===== src/rtl/mem_arb.sv =====
// rtl/mem_arb.sv - two-port arbiter sharing one memory bus between fetch and data stage
//
// Purpose: grants the shared memory port to either the instruction-fetch port
// or the data-stage port. The data stage normally wins. A starvation counter
// forces fetch to win once it has lost STARVE_MAX grants in a row.
//
// Ports:
//   clk, rst                 clock, asynchronous active-high reset
//   if_req/if_addr           fetch read request (held until if_ack)
//   if_rdata/if_ack          fetch read data, one-cycle completion pulse
//   mem_req/mem_wr/mem_addr/mem_wdata
//                            data-stage load/store request (held until mem_ack)
//   mem_rdata/mem_ack        load data, one-cycle completion pulse
//   bus_req/bus_wr/bus_addr/bus_wdata
//                            registered shared-port command
//   bus_rdata/bus_ready      shared-port response, sampled only while bus_req=1
//   if_stall/mem_stall       req AND NOT ack per port
module mem_arb #(
  parameter int STARVE_MAX = 4
) (
  input  logic        clk,
  input  logic        rst,
  input  logic        if_req,
  input  logic [31:0] if_addr,
  output logic [31:0] if_rdata,
  output logic        if_ack,
  input  logic        mem_req,
  input  logic        mem_wr,
  input  logic [31:0] mem_addr,
  input  logic [31:0] mem_wdata,
  output logic [31:0] mem_rdata,
  output logic        mem_ack,
  output logic        bus_req,
  output logic        bus_wr,
  output logic [31:0] bus_addr,
  output logic [31:0] bus_wdata,
  input  logic [31:0] bus_rdata,
  input  logic        bus_ready,
  output logic        if_stall,
  output logic        mem_stall
);

  localparam int CNT_W = $clog2(STARVE_MAX) + 1;
  localparam logic [CNT_W-1:0] STARVE_LIM = CNT_W'(STARVE_MAX);

  typedef enum logic [1:0] {
    IDLE    = 2'd0,
    GNT_IF  = 2'd1,
    GNT_MEM = 2'd2
  } state_e;

  state_e            state_q, state_d;
  logic              bus_wr_q, bus_wr_d;
  logic [31:0]       bus_addr_q, bus_addr_d;
  logic [31:0]       bus_wdata_q, bus_wdata_d;
  logic              if_ack_q, if_ack_d;
  logic              mem_ack_q, mem_ack_d;
  logic [31:0]       if_rdata_q, if_rdata_d;
  logic [31:0]       mem_rdata_q, mem_rdata_d;
  logic [CNT_W-1:0]  starve_cnt_q, starve_cnt_d;

  // A port whose ack is high this cycle still shows req (held until ack), so
  // it must not be re-granted for the request that is just completing.
  logic if_elig, mem_elig;
  assign if_elig  = if_req & ~if_ack_q;
  assign mem_elig = mem_req & ~mem_ack_q;

  always_comb begin
    state_d      = state_q;
    bus_wr_d     = bus_wr_q;
    bus_addr_d   = bus_addr_q;
    bus_wdata_d  = bus_wdata_q;
    if_ack_d     = 1'b0;
    mem_ack_d    = 1'b0;
    if_rdata_d   = if_rdata_q;
    mem_rdata_d  = mem_rdata_q;
    starve_cnt_d = starve_cnt_q;

    case (state_q)
      IDLE: begin
        if (mem_elig && ((starve_cnt_q < STARVE_LIM) || !if_elig)) begin
          state_d     = GNT_MEM;
          bus_wr_d    = mem_wr;
          bus_addr_d  = mem_addr;
          bus_wdata_d = mem_wdata;
          // Counts every data grant taken while fetch is asking, saturating.
          if (if_req && (starve_cnt_q != STARVE_LIM)) begin
            starve_cnt_d = starve_cnt_q + CNT_W'(1);
          end
        end else if (if_elig) begin
          state_d      = GNT_IF;
          bus_wr_d     = 1'b0;
          bus_addr_d   = if_addr;
          bus_wdata_d  = 32'h0;
          starve_cnt_d = '0;
        end
      end
      GNT_IF: begin
        if (bus_ready) begin
          state_d    = IDLE;
          if_rdata_d = bus_rdata;
          if_ack_d   = 1'b1;
        end
      end
      GNT_MEM: begin
        if (bus_ready) begin
          state_d   = IDLE;
          mem_ack_d = 1'b1;
          if (!bus_wr_q) begin
            mem_rdata_d = bus_rdata;
          end
        end
      end
      default: begin
        state_d = IDLE;
      end
    endcase
  end

  always_ff @(posedge clk or posedge rst) begin
    if (rst) begin
      state_q      <= IDLE;
      bus_wr_q     <= 1'b0;
      bus_addr_q   <= 32'h0;
      bus_wdata_q  <= 32'h0;
      if_ack_q     <= 1'b0;
      mem_ack_q    <= 1'b0;
      if_rdata_q   <= 32'h0;
      mem_rdata_q  <= 32'h0;
      starve_cnt_q <= '0;
    end else begin
      state_q      <= state_d;
      bus_wr_q     <= bus_wr_d;
      bus_addr_q   <= bus_addr_d;
      bus_wdata_q  <= bus_wdata_d;
      if_ack_q     <= if_ack_d;
      mem_ack_q    <= mem_ack_d;
      if_rdata_q   <= if_rdata_d;
      mem_rdata_q  <= mem_rdata_d;
      starve_cnt_q <= starve_cnt_d;
    end
  end

  // bus_req decodes the state register directly, so reset drops it at once.
  assign bus_req   = (state_q == GNT_IF) || (state_q == GNT_MEM);
  assign bus_wr    = bus_wr_q;
  assign bus_addr  = bus_addr_q;
  assign bus_wdata = bus_wdata_q;
  assign if_ack    = if_ack_q;
  assign mem_ack   = mem_ack_q;
  assign if_rdata  = if_rdata_q;
  assign mem_rdata = mem_rdata_q;
  assign if_stall  = if_req & ~if_ack_q;
  assign mem_stall = mem_req & ~mem_ack_q;

endmodule


===== config.mk =====
export PLATFORM = sky130hd
export DESIGN_NAME = mem_arb
export DESIGN_NICKNAME = d
export VERILOG_FILES = /design/src/rtl/mem_arb.sv
export SDC_FILE = /design/constraint.sdc
export NUM_CORES = 1
export LEC_CHECK = 0
export BUFFER_PORTS_ARGS = -buffer_cell sky130_fd_sc_hd__buf_2
export CORE_ASPECT_RATIO = 1.25
export CORE_MARGIN = 2
export CORE_UTILIZATION = 39
export DETAILED_ROUTE_END_ITERATION = 12
export PLACE_DENSITY = 0.73
export SYNTH_ARGS = -nofsm -noshare
export SYNTH_HDL_FRONTEND = slang
export SYNTH_SLANG_ARGS = --single-unit

===== constraint.sdc =====
create_clock -name clk -period 4.85 [get_ports clk]
set_input_delay 0.97 -clock clk [delete_from_list [all_inputs] [get_ports clk]]
set_output_delay 0.97 -clock clk [all_outputs]
set_load 0.02 [all_outputs]

* Word level (Yosys, flattened, before mapping)
Index checks and enable logic that the tools add are counted.
** Cells by class
- Muxes and demuxes :: 16
- $add $sub $neg :: 1
- Order comparisons :: 1
- Bitwise gates (word level) :: 5
- Eq/ne operators :: 6
- Reductions and logical operators :: 13
** Operator list (count)
- $mux W32 :: 4
- $mux W3 :: 3
- $mux W2 :: 3
- $ne A3 B3 Y1 const B :: 2
- $reduce_and A2 Y1 :: 3
- $reduce_and A3 Y1 :: 2
- $mux W1 :: 5
- $ne A2 B1 Y1 const B :: 2
- $pmux W2 S2 :: 1
- $add A3 B1 Y3 const B :: 1
- $lt A3 B3 Y1 const B :: 1
- $not A1 Y1 :: 3
- $and A1 B1 Y1 :: 2
- $eq A2 B1 Y1 const B :: 1
- $eq A2 B2 Y1 const B :: 1
- $logic_and A1 B1 Y1 :: 2
- $logic_not A2 Y1 :: 1
- $logic_or A1 B1 Y1 :: 2
- $reduce_bool A2 Y1 :: 1
- $reduce_or A2 Y1 :: 1
- $logic_not A1 Y1 :: 1
** Word-level totals
- Word-level logic and storage cells :: 51
- Output and inout bits :: 134
- Register bits :: 136
- Input bits :: 134

* Logic depth before layout (Yosys ltp)
Gate-level depths: netlist (run 1).
- Depth after elaboration :: 7
- Mapped depth :: 7
- Gate-level depth less buffers :: 6

* Worst setup path after synthesis (run 1)
Ideal clock, no wire load.
- Kind :: in2out
- Start point :: in mem_req
- End point :: out mem_stall
- Path buffers :: 1
- Setup slack :: 2.656 ns
- Cell stages on the path :: 2
- Data required time :: 3.880 ns
- Data arrival time :: 1.224 ns
- Path through :: nor2b_4 -> buf_6
** On the way
- Word-level cells in the longest chain between the ends :: 1
** Ends and longest elaborated chain
- start: declaration :: RTL line 27 : input logic mem_req,
- $and A1 B1 Y1 :: RTL line 154 : assign mem_stall = mem_req & ~mem_ack_q;
- end: declaration :: RTL line 40 : output logic mem_stall
No other way between the ends.

* Final worst setup path (run 1)
- Start point :: in if_req
- End point :: reg bus_addr_q[30] (netlist: bus_addr[30])
** On the way
- Word-level cells in the longest chain between the ends :: 6
- Elaborated cells on any way between the ends :: 7
- Those cells by class :: 1 x mux; 1 x bitwise; 5 x reduce/logical
** Ends and longest elaborated chain
- start: declaration :: RTL line 23 : input logic if_req,
- $and A1 B1 Y1 (*) :: RTL line 65 : assign if_elig = if_req & ~if_ack_q;
- $logic_not A1 Y1 :: RTL line 81 : if (mem_elig && ((starve_cnt_q < STARVE_LIM) || !if_elig)) begin
- $logic_or A1 B1 Y1 :: RTL line 81
- $logic_and A1 B1 Y1 :: RTL line 81
- $reduce_bool A2 Y1 (no line)
- $reduce_and A2 Y1 (no line)
- end signal: assignment :: RTL line 134 : bus_addr_q <= bus_addr_d;
- end: declaration :: RTL line 54 : logic [31:0] bus_addr_q, bus_addr_d;
Mark *: on every way between the ends. The rest lies on a longest branch, timed or not.
A chain may end at the register's enable or synchronous reset.

==> impl_metrics.json, run 1 <==
{
  "status": "complete, no violations",
  "relSlewSlack_pct": 19.7,
  "clkLatencyLatePin_ns": 0.41,
  "dpl_cell_area_mm2": 0.00708,
  "drv_slew": 0,
  "start_util_pct": 39.8,
  "syn_inst": 430,
  "cts_max_path_buffers": 2,
  "dieHeight_um": 139,
  "swShare_pct": 40.5,
  "route.detailed.drc": 0,
  "comb_power_share_pct": 43.6,
  "synthArstFlopShare_pct": 100,
  "cts_setup_buffers": 0,
  "p_seq_share_pct": 34.2,
  "power_leakage_nw": 3.81,
  "hpwl_um": 10400,
  "fmax_mhz": 392,
  "via_count": 4320,
  "drtIter0Drc": 174,
  "synth_area_leader_cell": "dfrtp_1",
  "synthFlopType": "dfrtp_1",
  "wl_per_cell_um": 16.3,
  "clkPwrFrac_pct": 22.2,
  "drive_gt1_share_pct": 57.3,
  "fin_crit_sh_pct": 52.7,
  "avgViaCountPerCell": 4.90,
  "grt_use_total_pct": 18.5,
  "grt_pass1_wl_um": 23300,
  "root_buffer": "clkbuf_16",
  "busiest_layer": "met2",
  "p_sw_mw": 2.38,
  "synth_common_cells": "dfrtp_1 (136), a21oi_2 (59), nand2_1 (37)",
  "hold_path_class": "reg -> reg",
  "path_class": "in -> reg",
  "use_met2_pct": 32.0,
  "grt_pass1_vias": 4726,
  "h-tree-depth": 4,
  "synthesis.area_mm2": 0.00571,
  "start_kind": "primary input",
  "layout.nets": 829,
  "report.final.setup_viol": 0,
  "finalClockSkew_ns": 0.00799,
  "critPathCaptureType": "flop",
  "portBuffers": 267,
  "yosys_warnings": 0,
  "hold_buffers": 0,
  "p_int_mw": 3.49,
  "die_w_um": 112,
  "syn2layout_area_growth_pct": 34.4,
  "synth.top_cell.area_share_pct": 59.6,
  "rsz0062_at_grt": "false",
  "worst_slew_pin_slew_ns": 1.20,
  "fin_crit_ns": 2.55,
  "first_pass_iters": 4,
  "clock-sinks": 136,
  "ant_nets": 0,
  "path_clk_slew_ns": 0.06,
  "boundaryPins": 268,
  "synth_area_per_cell_um2": 13.3,
  "synthTopCellsByArea": "dfrtp_1 (60%), a21oi_2 (9.0%), mux2_2 (6.9%)",
  "multi_input_area_mm2": 0.00207,
  "place.gp.congestion": 0.791,
  "ys_seq_area_share_pct": 59.6,
  "synth.most_common_cell": "dfrtp_1",
  "antenna_found_initial": 1,
  "synth.ff_latch_count": 136,
  "fin_tns_setup_ns": 0,
  "path_max_fanout": 34,
  "fillers": 1262,
  "cts_resized": 0,
  "synth_nets": 569,
  "ys_types": 28,
  "cts_tree": "done",
  "grtUsageMet3_pct": 7.23,
  "seqCellArea_mm2": 0.00340,
  "timing.final.hold_violations": 0,
  "cts_inserted_buffers": 17,
  "p_per_area_mw_per_mm2": 764,
  "grt_max_degree": 111,
  "critical_path_arrival_ns": 2.88,
  "grtUsageMet1_pct": 20.8,
  "overflow": 0,
  "required_ns": 5.17,
  "routed_wl_um": 14400,
  "postLayoutCellArea_mm2": 0.00768,
  "peakVddDrop_v": 0.000453,
  "maxCapViolCount": 0,
  "core_mm2": 0.0143,
  "synth_edf_count": 0,
  "dieArea_mm2": 0.0156,
  "antenna_cells": 0,
  "fp-row-count": 49
}
-- final cells by class --
class | instances | area share (%)
sequential | 136 | 44.3
multi-input combinational | 259 | 26.9
timing repair buffer | 270 | 17.7
clock buffer | 18 | 5.59
tap | 178 | 2.90
clock inverter | 14 | 2.23
inverter | 6 | 0.358
-- power groups by stage --
stage	combinational (mW)	sequential, mW	clock, mW
CTS	2.59	2.01	1.34
global route	2.75	2.08	1.39
finish	2.55	2.01	1.30
floorplan	1.11	2.67	0
global placement	2.51	1.99	0
detailed placement	2.58	2.02	0
-- critical path: stages --
cell and delay (ns):
buf_2 0.13, and2b_4 0.18, o21ai_4 0.66, buf_4 0.62
a21oi_1 0.08, a21oi_1 0.19
-- path summary, 6_finish.rpt --
path | from | to | slack, ns | cells after the start
min in group asynchronous | rst | if_rdata[4]$_DFFE_PP0P_ | 0.73 | 2
max in group asynchronous | rst | if_rdata[17]$_DFFE_PP0P_ | 3.06 | 3
worst max register to register | if_ack$_DFF_PP0_ | bus_addr[30]$_DFFE_PP0P_ | 2.58 | 5
worst max-delay path | if_req | bus_addr[30]$_DFFE_PP0P_ | 2.30 | 6
worst min-delay path | mem_rdata[7]$_DFFE_PP0P_ | mem_rdata[7]$_DFFE_PP0P_ | 0.48 | 1
worst min register to register | mem_rdata[7]$_DFFE_PP0P_ | mem_rdata[7]$_DFFE_PP0P_ | 0.48 | 1
-- routing by layer --
layer,routed length [µm],part of all wire [%],vias up
met5,0,0,-
met3,1120,7.8,20
li1,-,-,2022
met4,248,1.7,0
met2,7500,52,167
met1,5520,38,2111
-- registers in the layout (all words and copies together), names as in the netlist --
register / cells
bus_addr: 32
bus_wdata: 32
if_rdata: 32
mem_rdata: 32
starve_cnt_q: 3
state_q: 2
bus_wr: 1
if_ack: 1
mem_ack: 1
-- cell families (layout without fill, tap and decap cells) --
kind of cell	count (synthesis)	after routing	synth area share [%]
AOI/OAI and AO/OA	107	107	16.1
adders and majority gates	5	5	1.10
buffers and inverters	35	308	4.34
DFF	136	136	59.6
muxes	65	65	12.8
and+or+nand+nor	82	82	6.09
-- stage by stage --
step                hold slack [ns]  worst slack, ns  utilization [%]  total power [mW]  instances
finish                        0.485             2.30             53.5              5.86        881
global placement              0.471             1.97             49.3              4.50        849
floorplan                     0.508            0.241                -              3.78        430
CTS                           0.490             2.33             53.5              5.94        881
detailed placement            0.476             1.90             49.3              4.60        849
global route                  0.514             2.14             53.5              6.22        881
-- cell usage in the layout (no fill, tap or decap), types with 9 or more instances in the layout --
master,instances
buf_2,267
dfrtp_1,136
mux2_2,35
nor2_1,34
clkbuf_16,17
a22o_1,33
mux2_1,30
a21oi_1,9
a21oi_2,59
nand2_1,37
Note: power is estimated with default switching activity, not from simulation.
==> run 2, diff against run 1 <==
- ABC_AREA: not set -> 1
- PLACE_DENSITY: 0.73 -> 0.7
- clock period: 4.85 -> 2.57 ns (I/O delays scaled with it)
==> run 2 against run 1 <==
  * Global-route usage is 0.58 points higher
  * Clock skew grew 0.0020 ns
  * First-iteration DRC count increased by 70%
  * Worst setup slack lost 1.8 ns
  * Worst hold slack worse by 0.32 ns
  * Utilization rose by 0.20 points
  * Final area rose by 3.7%
  * Critical endpoint is now mem_stall
  * Largest cell class unchanged
==> impl_metrics.json, run 2 <==
{
  "status": "complete, no violations",
  "portBuffers": 267,
  "antenna_found_initial": 1,
  "hold_buffers": 0,
  "clock-sinks": 136,
  "cts_resized": 0,
  "required_ns": 2.06,
  "root_buffer": "clkbuf_16",
  "die_w_um": 113,
  "peakVddDrop_v": 0.000727,
  "r2r_end": "bus_addr[24]$_DFFE_PP0P_",
  "r2r-start": "state_q[1]$_DFFE_PP0P_",
  "hpwl_um": 10700,
  "final_util_pct": 53.7,
  "critPathCaptureType": "primary output",
  "cts_tree": "done",
  "yosys_warnings": 0,
  "rsz0062_at_grt": "false",
  "synth.most_common_cell": "nand2_1",
  "timing.final.hold_violations": 0,
  "clkLatencyLatePin_ns": 0.42,
  "p_per_area_mw_per_mm2": 1300,
  "place.gp.congestion": 0.838,
  "critical_path_arrival_ns": 1.61,
  "start_kind": "flop",
  "first_pass_iters": 5,
  "layout.nets": 1081,
  "fin_crit_ns": 2.12,
  "path_class": "reg -> out",
  "synth.ff_latch_count": 136,
  "cts_max_path_buffers": 2,
  "syn2layout_area_growth_pct": 36.6,
  "routed_wl_um": 15000,
  "power_leakage_nw": 4.68,
  "mostFrequentLayoutCells": "nand2_1 (278), buf_2 (267), dfrtp_1 (136), inv_1 (80), o21ai_0 (65)",
  "fp-row-count": 50,
  "fin_tns_setup_ns": 0,
  "finalClockSkew_ns": 0.0100,
  "ant_nets": 0,
  "r2r_slack_ns": 0.79,
  "boundaryPins": 268,
  "report.final.setup_viol": 0,
  "synth_edf_count": 0,
  "synth.top_cell.area_share_pct": 58.4,
  "h-tree-depth": 4,
  "synthTopCellsByArea": "dfrtp_1 (58%), nand2_1 (18%), o21ai_0 (5.6%)",
  "ys_seq_area_share_pct": 58.4,
  "route.detailed.drc": 0,
  "synth_area_leader_cell": "dfrtp_1",
  "layout_commonest_cell": "nand2_1",
  "maxCapViolCount": 0,
  "ys_types": 18,
  "fmax_mhz": 472,
  "drv_slew": 0,
  "fin_crit_sh_pct": 82.5,
  "path_max_fanout": 34,
  "synthFlopType": "dfrtp_1",
  "start_util_pct": 39.3,
  "cts_setup_buffers": 0,
  "synth_area_per_cell_um2": 8.55,
  "avgViaCountPerCell": 4.49,
  "dieArea_mm2": 0.0160,
  "drive_gt1_share_pct": 33.0,
  "overflow": 0,
  "grt_use_total_pct": 19.1,
  "hold_path_class": "in -> async",
  "worst_slew_pin_slew_ns": 0.610,
  "synth_common_cells": "nand2_1 (280), dfrtp_1 (136), inv_1 (81)",
  "cts_inserted_buffers": 17,
  "core_mm2": 0.0148,
  "syn_inst": 682,
  "path_clk_slew_ns": 0.06,
  "reg2reg_depth": 8,
  "synthesis.area_mm2": 0.00583,
  "grt_pass1_vias": 4845,
  "synth_nets": 821,
  "drtIter0Drc": 295,
  "wl_per_cell_um": 13.2,
  "dieHeight_um": 141,
  "grt_pass1_wl_um": 23900,
  "via_count": 5100,
  "synthArstFlopShare_pct": 100,
  "grt_max_degree": 65,
  "relSlewSlack_pct": 59.3
}
[run 2: cell count changes in the layout (fill, tap and decap cells not counted), sizes merged, moves of 2 or more]
| cell | before | now |
|---|---|---|
| a21oi | 68 | 1 |
| a22o | 33 | 0 |
| and2 | 2 | 0 |
| buf | 270 | 276 |
| clkinv | 5 | 3 |
| inv | 9 | 86 |
| mux2 | 65 | 0 |
| nand2 | 37 | 281 |
| nand3 | 2 | 40 |
| nand3b | 1 | 32 |
| nor2 | 34 | 5 |
| nor2b | 2 | 0 |
| o21ai | 3 | 65 |
[run 2: cell type report]
cell class | instances | area [µm²]
Antenna cell | 1 | 2.50
Multi-Input combinational cell | 429 | 1960
Clock buffer | 18 | 429
Sequential cell | 136 | 3400
Timing Repair Buffer | 276 | 1440
Inverter | 82 | 312
Tap cell | 182 | 228
Clock inverter | 13 | 190
Fill cell | 1428 | 6860
[run 2: worst max-delay path by stage]
| stage | from | endpoint | slack, ns | cells after the start |
|---|---|---|---|---|
| after floorplan | rst | bus_addr[0]$_DFFE_PP0P_ | 0.36 | 1 |
| after global placement | mem_req | mem_stall | 0.70 | 5 |
| after detailed placement | mem_req | mem_stall | 0.70 | 5 |
| after CTS | mem_ack$_DFF_PP0_ | mem_stall | 0.41 | 3 |
| after global routing | mem_ack$_DFF_PP0_ | mem_stall | 0.36 | 3 |
| final | mem_ack$_DFF_PP0_ | mem_stall | 0.45 | 3 |
[run 2: stage by stage]
step | hold WS [ns] | setup slack (ns) | total power [mW] | cells | instance area, µm²
3_3_place_gp | 0.450 | 0.701 | 7.78 | 1105 | 7340
3_5_place_dp | 0.453 | 0.703 | 7.87 | 1105 | 7340
5_1_grt | 0.191 | 0.361 | 11.1 | 1136 | 7960
2_1_floorplan | 0.467 | 0.363 | 6.33 | 682 | 5840
6_report | 0.169 | 0.450 | 10.3 | 1137 | 7970
4_1_cts | 0.172 | 0.414 | 10.5 | 1136 | 7960
[run 2: power by group]
group / switching (mW) / internal, mW / leakage, nW
Clock: 0.935 / 1.63 / 0.302
Sequential: 0.499 / 3.11 / 1.71
Combinational: 2.83 / 1.34 / 2.67
[run 2: logic make-up after synthesis]
kind of cell,share of synthesized area (%)
buffers and inverters,8.26
adders and majority gates,1.07
DFF,58.4
and+or+nand+nor,26.6
AOI/OAI and AO/OA,5.73
[run 2: per-layer routing]
layer / global-route usage, % / share of wire, %
met2: 32.1 / 50
met4: 6.48 / 1.9
met5: 0 / 0
met3: 7.01 / 6.8
met1: 22.5 / 41
[run 2: critical path: stages (launching register included)]
cell and delay [ns]:
dfrtp_1 0.44, nor2_4 0.16, buf_4 0.34, buf_2 0.24
